--- src/rtl/quant_param_sched_pkg.sv ---
// Shared types and constants for the quantization parameter scheduler.
// Parameter word type, fill FSM states and per-tile word count.
package quant_param_sched_pkg;

    localparam int QPARAM_SZI = 8;
    localparam int QPARAM_PW = 64;
    localparam int QPARAM_WORDS_PER_TILE = QPARAM_SZI;

    typedef logic [QPARAM_PW-1:0] QParamWord;

    typedef enum logic {
        FILL = 1'b0,
        FULL = 1'b1
    } QParamFillState;

endpackage

--- src/rtl/quant_param_sched_bank.sv ---
// Shadow/active parameter bank (qparam bank) for quant_param_sched.
// Indexed shadow write; whole-bank copy to active on swap.
module quant_param_sched_bank #(
    parameter int SZI = 8,
    parameter int PW = 64,
    parameter int IDX_W = $clog2(SZI)
) (
    input  logic             clk,
    input  logic             resetn,
    input  logic             wr_en,
    input  logic [IDX_W-1:0] wr_idx,
    input  logic [PW-1:0]    wr_word,
    input  logic             swap_en,
    output logic [SZI*PW-1:0] active_vec
);

    logic [PW-1:0] shadow_q [SZI];
    logic [PW-1:0] shadow_d [SZI];
    logic [PW-1:0] active_q [SZI];
    logic [PW-1:0] active_d [SZI];

    // Next bank contents: one shadow lane write, or full copy on swap
    always_comb begin
        for (int i = 0; i < SZI; i++) begin
            shadow_d[i] = shadow_q[i];
            active_d[i] = swap_en ? shadow_q[i] : active_q[i];
        end
        if (wr_en) begin
            shadow_d[wr_idx] = wr_word;
        end
    end

    // Bank storage, cleared on reset
    always_ff @(posedge clk or negedge resetn) begin
        if (!resetn) begin
            for (int i = 0; i < SZI; i++) begin
                shadow_q[i] <= '0;
                active_q[i] <= '0;
            end
        end else begin
            for (int i = 0; i < SZI; i++) begin
                shadow_q[i] <= shadow_d[i];
                active_q[i] <= active_d[i];
            end
        end
    end

    for (genvar g = 0; g < SZI; g++) begin : g_flat
        assign active_vec[g*PW +: PW] = active_q[g];
    end

endmodule

--- src/rtl/quant_param_sched.sv ---
// Per-tile quantization parameter scheduler with valid/ready handshakes.
// Optional QPARAM_SCHED_STATS_EN adds stall/swap counters.
module quant_param_sched
    import quant_param_sched_pkg::*;
#(
    parameter int SZI = QPARAM_WORDS_PER_TILE,
    parameter int PW = QPARAM_PW,
    parameter int IDX_W = $clog2(SZI)
) (
    input  logic              clk,
    input  logic              resetn,
    input  logic              p_valid,
    output logic              p_ready,
    input  logic [PW-1:0]     p_word,
    input  logic              d_valid,
    input  logic              d_new_tile_k,
    input  logic              d_last_tile_k,
    output logic              d_ready,
    output logic [SZI*PW-1:0] active_vec,
    output logic              active_valid,
    output logic              swap,
`ifdef QPARAM_SCHED_STATS_EN
    output logic [31:0]       stall_cycles,
    output logic [31:0]       tiles_swapped,
`endif
    output logic              shadow_full
);

    localparam logic [IDX_W-1:0] LAST_IDX = IDX_W'(SZI - 1);

    QParamFillState state_q, state_d;
    logic [IDX_W-1:0] idx_q, idx_d;
    logic active_valid_q, active_valid_d;
    logic swap_q, swap_d;
    logic bnd;
    logic p_acc;
    logic do_swap;

    assign bnd = d_valid & d_new_tile_k & d_last_tile_k;

    // Fill FSM state, index and status registers
    always_ff @(posedge clk or negedge resetn) begin
        if (!resetn) begin
            state_q        <= FILL;
            idx_q          <= '0;
            active_valid_q <= 1'b0;
            swap_q         <= 1'b0;
        end else begin
            state_q        <= state_d;
            idx_q          <= idx_d;
            active_valid_q <= active_valid_d;
            swap_q         <= swap_d;
        end
    end

    // Next state: fill lanes in order, hold when full until a swap
    always_comb begin
        state_d        = state_q;
        idx_d          = idx_q;
        active_valid_d = active_valid_q | do_swap;
        swap_d         = do_swap;
        unique case (state_q)
            FILL: begin
                if (p_acc) begin
                    if (idx_q == LAST_IDX) begin
                        idx_d   = '0;
                        state_d = FULL;
                    end else begin
                        idx_d = idx_q + 1'b1;
                    end
                end
            end
            FULL: begin
                if (do_swap) begin
                    state_d = FILL;
                    idx_d   = '0;
                end
            end
            default: begin
                state_d = FILL;
                idx_d   = '0;
            end
        endcase
    end

    // Handshake outputs; only output-producing tile starts may stall
    always_comb begin
        p_ready      = (state_q == FILL);
        shadow_full  = (state_q == FULL);
        d_ready      = !bnd | shadow_full;
        p_acc        = p_valid & p_ready;
        do_swap      = bnd & d_ready;
        active_valid = active_valid_q;
        swap         = swap_q;
    end

    quant_param_sched_bank #(
        .SZI   (SZI),
        .PW    (PW),
        .IDX_W (IDX_W)
    ) u_bank (
        .clk        (clk),
        .resetn     (resetn),
        .wr_en      (p_acc),
        .wr_idx     (idx_q),
        .wr_word    (p_word),
        .swap_en    (do_swap),
        .active_vec (active_vec)
    );

`ifdef QPARAM_SCHED_STATS_EN
    logic [31:0] stall_cycles_q, stall_cycles_d;
    logic [31:0] tiles_swapped_q, tiles_swapped_d;

    // Saturating event counters
    always_comb begin
        stall_cycles_d  = stall_cycles_q;
        tiles_swapped_d = tiles_swapped_q;
        if (bnd && !d_ready && stall_cycles_q != '1) begin
            stall_cycles_d = stall_cycles_q + 32'd1;
        end
        if (do_swap && tiles_swapped_q != '1) begin
            tiles_swapped_d = tiles_swapped_q + 32'd1;
        end
    end

    // Counter registers
    always_ff @(posedge clk or negedge resetn) begin
        if (!resetn) begin
            stall_cycles_q  <= '0;
            tiles_swapped_q <= '0;
        end else begin
            stall_cycles_q  <= stall_cycles_d;
            tiles_swapped_q <= tiles_swapped_d;
        end
    end

    assign stall_cycles  = stall_cycles_q;
    assign tiles_swapped = tiles_swapped_q;
`endif

endmodule

--- config.mk ---
export PLATFORM = sky130hd
export DESIGN_NAME = quant_param_sched
export DESIGN_NICKNAME = d
export VERILOG_FILES = /design/src/rtl/quant_param_sched_pkg.sv /design/src/rtl/quant_param_sched_bank.sv /design/src/rtl/quant_param_sched.sv
export SDC_FILE = /design/constraint.sdc
export NUM_CORES = 1
export LEC_CHECK = 0
export ABC_AREA = 1
export CORE_UTILIZATION = 58
export DETAILED_ROUTE_END_ITERATION = 7
export GPL_ROUTABILITY_DRIVEN = 1
export PLACE_DENSITY_LB_ADDON = 0.25
export SLEW_MARGIN = 20
export SYNTH_ARGS = -nofsm -noshare
export SYNTH_HDL_FRONTEND = slang
export SYNTH_SLANG_ARGS = --single-unit
--- constraint.sdc ---
create_clock -name clk -period 2.5 [get_ports clk]
set_input_delay 0.25 -clock clk [delete_from_list [all_inputs] [get_ports clk]]
set_output_delay 0.25 -clock clk [all_outputs]
set_load 0.005 [all_outputs]
== After elaboration in Yosys (flattened, before gate mapping) ==
Cells that the tools add are included.
W data, S select, Z words.
Cells by class
  add/sub/neg operators: 1
  multiply operators: 0
  divide/modulo/power cells: 0
  $lt $le $gt $ge: 2
  equality and inequality tests: 3
  shift operators: 0
  muxes and demuxes: 11
  bitwise gates (word level): 8
  reductions and logical operators: 3
Operators with widths (number)
  $bwmux W512: 1
  $demux W64 S3: 1
  $mux W64: 1
  $mux W3: 3
  $pmux W3 S2: 1
  $and A1 B1 Y1: 4
  $ge A4 B4 Y1 const B: 1
  $lt A4 B1 Y1 const B: 1
  $ne A2 B1 Y1 const B: 2
  $not A3 Y4: 1
  $add A3 B1 Y3 const B: 1
  $eq A3 B3 Y1 const B: 1
  $mux W1: 3
  $or A1 B1 Y1: 2
  $pmux W1 S2: 1
  $reduce_and A2 Y1: 1
  $logic_and A1 B1 Y1: 1
  $logic_not A1 Y1: 1
  $not A1 Y1: 1
Storage, ports and cells
  register bits after elaboration: 1030
  latch bits: 0
  bits in writable memories: 0
  memory bits (read-only): 0
  input bits: 70
  output and inout bits: 517
  word-level logic and storage cells: 48
  memories: 0

== Depth between registers and ports, before layout ==
  word-level depth: 7
  gate-level depth with buffers: 7
  depth with buffers taken out: 5

== Modules after synthesis ==
Synthesis repeated with hierarchy kept, for this count alone.
Unflattened totals
  cells, all modules: 4458
  area, all modules: 40116.0 µm²
By module, submodules not included
  quant_param_sched_bank: times used 1, cells an instance 4429, area an instance 39830.7 µm², sequential area each 25624.6 µm²
  quant_param_sched: times used 1, cells an instance 29, area an instance 285.3 µm², sequential area each 150.1 µm²

== Worst setup path after synthesis ==
Ideal clock, no wire load.
  path kind: register to register
  start point: register state_q, in the netlist shadow_full
  end point: register u_bank.shadow_q[53] in the netlist's numbering
  library setup time: 0.066 ns
  data arrival time: 1.337 ns
  required time: 2.434 ns
  setup slack: 1.097 ns
  stages on the path, launching flop included: 7
  buffers on the path: 1
  cells stage by stage: dfrtp_1 > inv_2 > nand3_2 > nor2_2 > clkbuf_1 > nand2_1 > nand2_1
On the way
  longest elaborated chain between the ends: 2
RTL lines
  start: declaration: line quant_param_sched.sv:31  | QParamFillState state_q, state_d;
  start signal: assignment: line quant_param_sched.sv:49  | state_q <= state_d;
  $not A1 Y1
  via p_ready: line quant_param_sched.sv:13  | output logic p_ready,
  $and A1 B1 Y1: line quant_param_sched.sv:91  | p_acc = p_valid & p_ready;
  end signal: indexed assignment: line quant_param_sched_bank.sv:42  | shadow_q[i] <= shadow_d[i];
  end: declaration: line quant_param_sched_bank.sv:17  | logic [PW-1:0] shadow_q [SZI];
The timed path passes the listed nets, and every way through them passes these cells.
A chain may end at the register's enable or synchronous reset.

== Worst setup path after layout ==
  start point: register state_q, in the netlist shadow_full
  end point: output d_ready
On the way
  longest elaborated chain between the ends: 1
RTL lines
  $or A1 B1 Y1: line quant_param_sched.sv:90  | d_ready = !bnd | shadow_full;
  end: declaration: line quant_param_sched.sv:18  | output logic d_ready,
No other way between the ends.

==> impl_metrics.yaml <==
drt:
  post_drt_wl_per_cell_um: 20.9
  drc_errors: 0
  drt_first_iter_violations: 3921
  antenna_left: 0
  num_vias: 33200
  drt_first_pass_iters: 6
  number_of_vias_per_cell: 5.65
  routed_wire_length_um: 123000
grt:
  maximum_number_of_pins_on_one_net_before_global_route_repair: 146
  first_global_vias: 32900
  grt_pass1_wl_um: 191000
  gr-usage-all-layers_pct: 35.8
  gr_ovfl_total: 0
  initial_antenna_violation_count: 3
cts:
  clkSinkCount: 1030
  postCtsHoldBufs: 1
  post-cts-setup-buffer-count: 0
  post_cts_resize_count: 0
  cts_htree_levels: 3
  cts_made_buffers: 99
  clkSlewWorstSetupHoldPaths_ps: 60
  cts.root.buffer_cell: "sky130_fd_sc_hd__clkbuf_16"
  tritoncts: "built"
  clock_latency_ps: 660
  cts.path.max_buffers: 3
yosys:
  synthesis.instances: 4473
  synth_area_um2: 39500
  syn_avg_cell_area_um2: 8.83
  synth_xor_area_share_pct: 0
  synth.distinct_cells: 19
  ys.warnings.count: 0
  synth_compound_area_share_pct: 1.64
  synth.mux.area_fraction_pct: 0
  synthesized_area_fraction_occupied_by_and_or_nand_nor_cells_pct: 29.2
  synth.ff_latch_count: 1030
  main_combinational_cell_family_by_area_after_synthesis: "simple AND/OR/NAND/NOR gates"
  synthAdderAreaFrac_pct: 0.0633
  syn_nets: 4545
  synth-seq-area-share_pct: 65.2
timing:
  final.setup_skew_ps: 19.4
  fin_crit_sh_pct: 91.5
  finalHoldViolations: 0
  rsz_0062_raised_after_global_routing: "false"
  max_slew.worst_pin.slew_ps: 756
  worst_slew_margin_rel_pct: 49.6
  fmax_ghz: 0.437
  finalWorstPathRequiredPeriod_ps: 2290
  tns_ps: 0
  maxSlewViolCount: 0
  number_of_endpoints_failing_setup_at_the_final_stage: 0
  worst_hold_slack_ps: 135
  finalWorstSetupSlack_ps: 212
critical_path:
  worstRegToRegCells: 6
  critical_path.reg2reg.endpoint: "u_bank.shadow_q[10]"
  worst_ep_required_time_ps: 2250
  cp-end-kind: "output port"
  critical_path_source_type: "flip-flop"
  crit_end: "d_ready"
  timing.reg2reg.setup_slack_ps: 410
  critical_path.max_fanout: 6
  r2r-start: "idx_q[0]"
  cp_launch_point: "shadow_full"
  worst-endpoint-arrival_ps: 2040
  worstSetupPathType: "reg2out"
placed_design:
  place_congestion: 0.855
  placement.setup.worst_slack_ps: 374
  dpl.cell_count: 5703
  dp.final_hpwl_um: 75700
  dpl-instance-area_um2: 46400
  port-buffer-count: 586
die:
  dieArea_um2: 69200
  rows: 95
  overall_die_height_um: 263
  core_area_um2: 67300
  fp.dieW_um: 263
  start_util_pct: 58.7
  num_io_pins: 587
layout:
  number_of_antenna_repair_diodes: 0
  final_cell_count_no_fill: 5886
  layout_overhead_on_the_synthesized_area_pct: 26.2
  final_design_area_no_fill_um2: 49800
  drive_gt1_share_pct: 5.63
  finish.net_count: 5004
  final_core_utilization_pct: 74.1
min_path:
  worstHoldPathType: "in2async"
power_and_ir_drop:
  power.ir.vdd_worst_mv: 0.734
  total_leakage_power_nw: 26.4
  power_density_nw_per_um2: 1270
  total_power_mw: 63.2
run_status:
  outcome: "completed"
run:
  cap_violations: 0
[Yosys cell counts, drive strengths merged]
master / count / area [µm²]
nand2: 2701 / 10100
dfrtp: 1030 / 25800
nand3: 265 / 1330
buf: 185 / 900
clkbuf: 137 / 587
o21ai: 128 / 641
nor2: 12 / 62.6
inv: 10 / 37.5
ha: 2 / 25.0
nand4: 2 / 12.5
o22ai: 1 / 6.26
[report_power, final]
group          internal (mW)  switching [mW]
combinational           9.06            9.60
sequential              23.5            5.13
clock                   9.43            6.51
[cells by family (layout without fill, tap and decap cells)]
logic type               Yosys count  count (layout)
adder cells (fa/ha/maj)            2               2
AND/OR/NAND/NOR                 2980            2980
buffers and inverters            332             872
AO/OA/AOI/OAI                    129             129
flip-flops                      1030            1030
[placed cells by master (no fill, tap or decap), drive strengths merged]
cell type,Yosys,layout
buf,185,94
ha,2,2
clkinv,0,19
clkdlybuf4s50,0,585
dlygate4sd3,0,1
o22ai,1,1
dfrtp,1030,1030
clkbuf,137,138
nand2,2701,2701
o21ai,128,128
bufinv,0,14
clkinvlp,0,6
nor2,12,12
nand4,2,2
inv,10,15
nand3,265,265
[metal layers]
metal	track usage, %	vias to the layer above	wire, µm
met3	7.44	332	11600
met1	49.0	16400	47800
met5	0	-	21
li1	-	14600	-
met4	15.1	4	5270
met2	56.3	1905	58400
[how the worst min path moves through the flow]
| stage | slack (ps) | depth (start not counted) | to | startpoint |
|---|---|---|---|---|
| 3_3_place_gp | 230 | 1 | u_bank.active_vec[267] | resetn |
| 5_1_grt | 150 | 2 | u_bank.active_vec[267] | resetn |
| 6_report | 130 | 2 | u_bank.active_vec[265] | resetn |
| 2_1_floorplan | -50 | 0 | active_valid | resetn |
| 3_5_place_dp | 230 | 1 | u_bank.active_vec[265] | resetn |
| 4_1_cts | 150 | 2 | u_bank.active_vec[265] | resetn |
[state kept, by name, indices dropped and copies added (netlist names)]
signal             cells
shadow_full            1
swap                   1
u_bank.shadow_q      512
active_valid           1
u_bank.active_vec    512
idx_q                  3
[final cells by class]
type,instances,area (µm²)
inverter,10,45.0
tap,873,1090
clock buffer,138,2860
sequential,1030,25800
fill,4655,17400
timing repair buffer,680,7100
clock inverter,44,616
multi-input combinational,3111,12400
[critical path, cell delays in order, from the launching register on]
cell and delay (ps):
sky130_fd_sc_hd__dfrtp_1 540, sky130_fd_sc_hd__inv_2 180, sky130_fd_sc_hd__nand2_1 160, sky130_fd_sc_hd__clkdlybuf4s50_1 510
No activity file was read; power rests on OpenSTA's default activity.
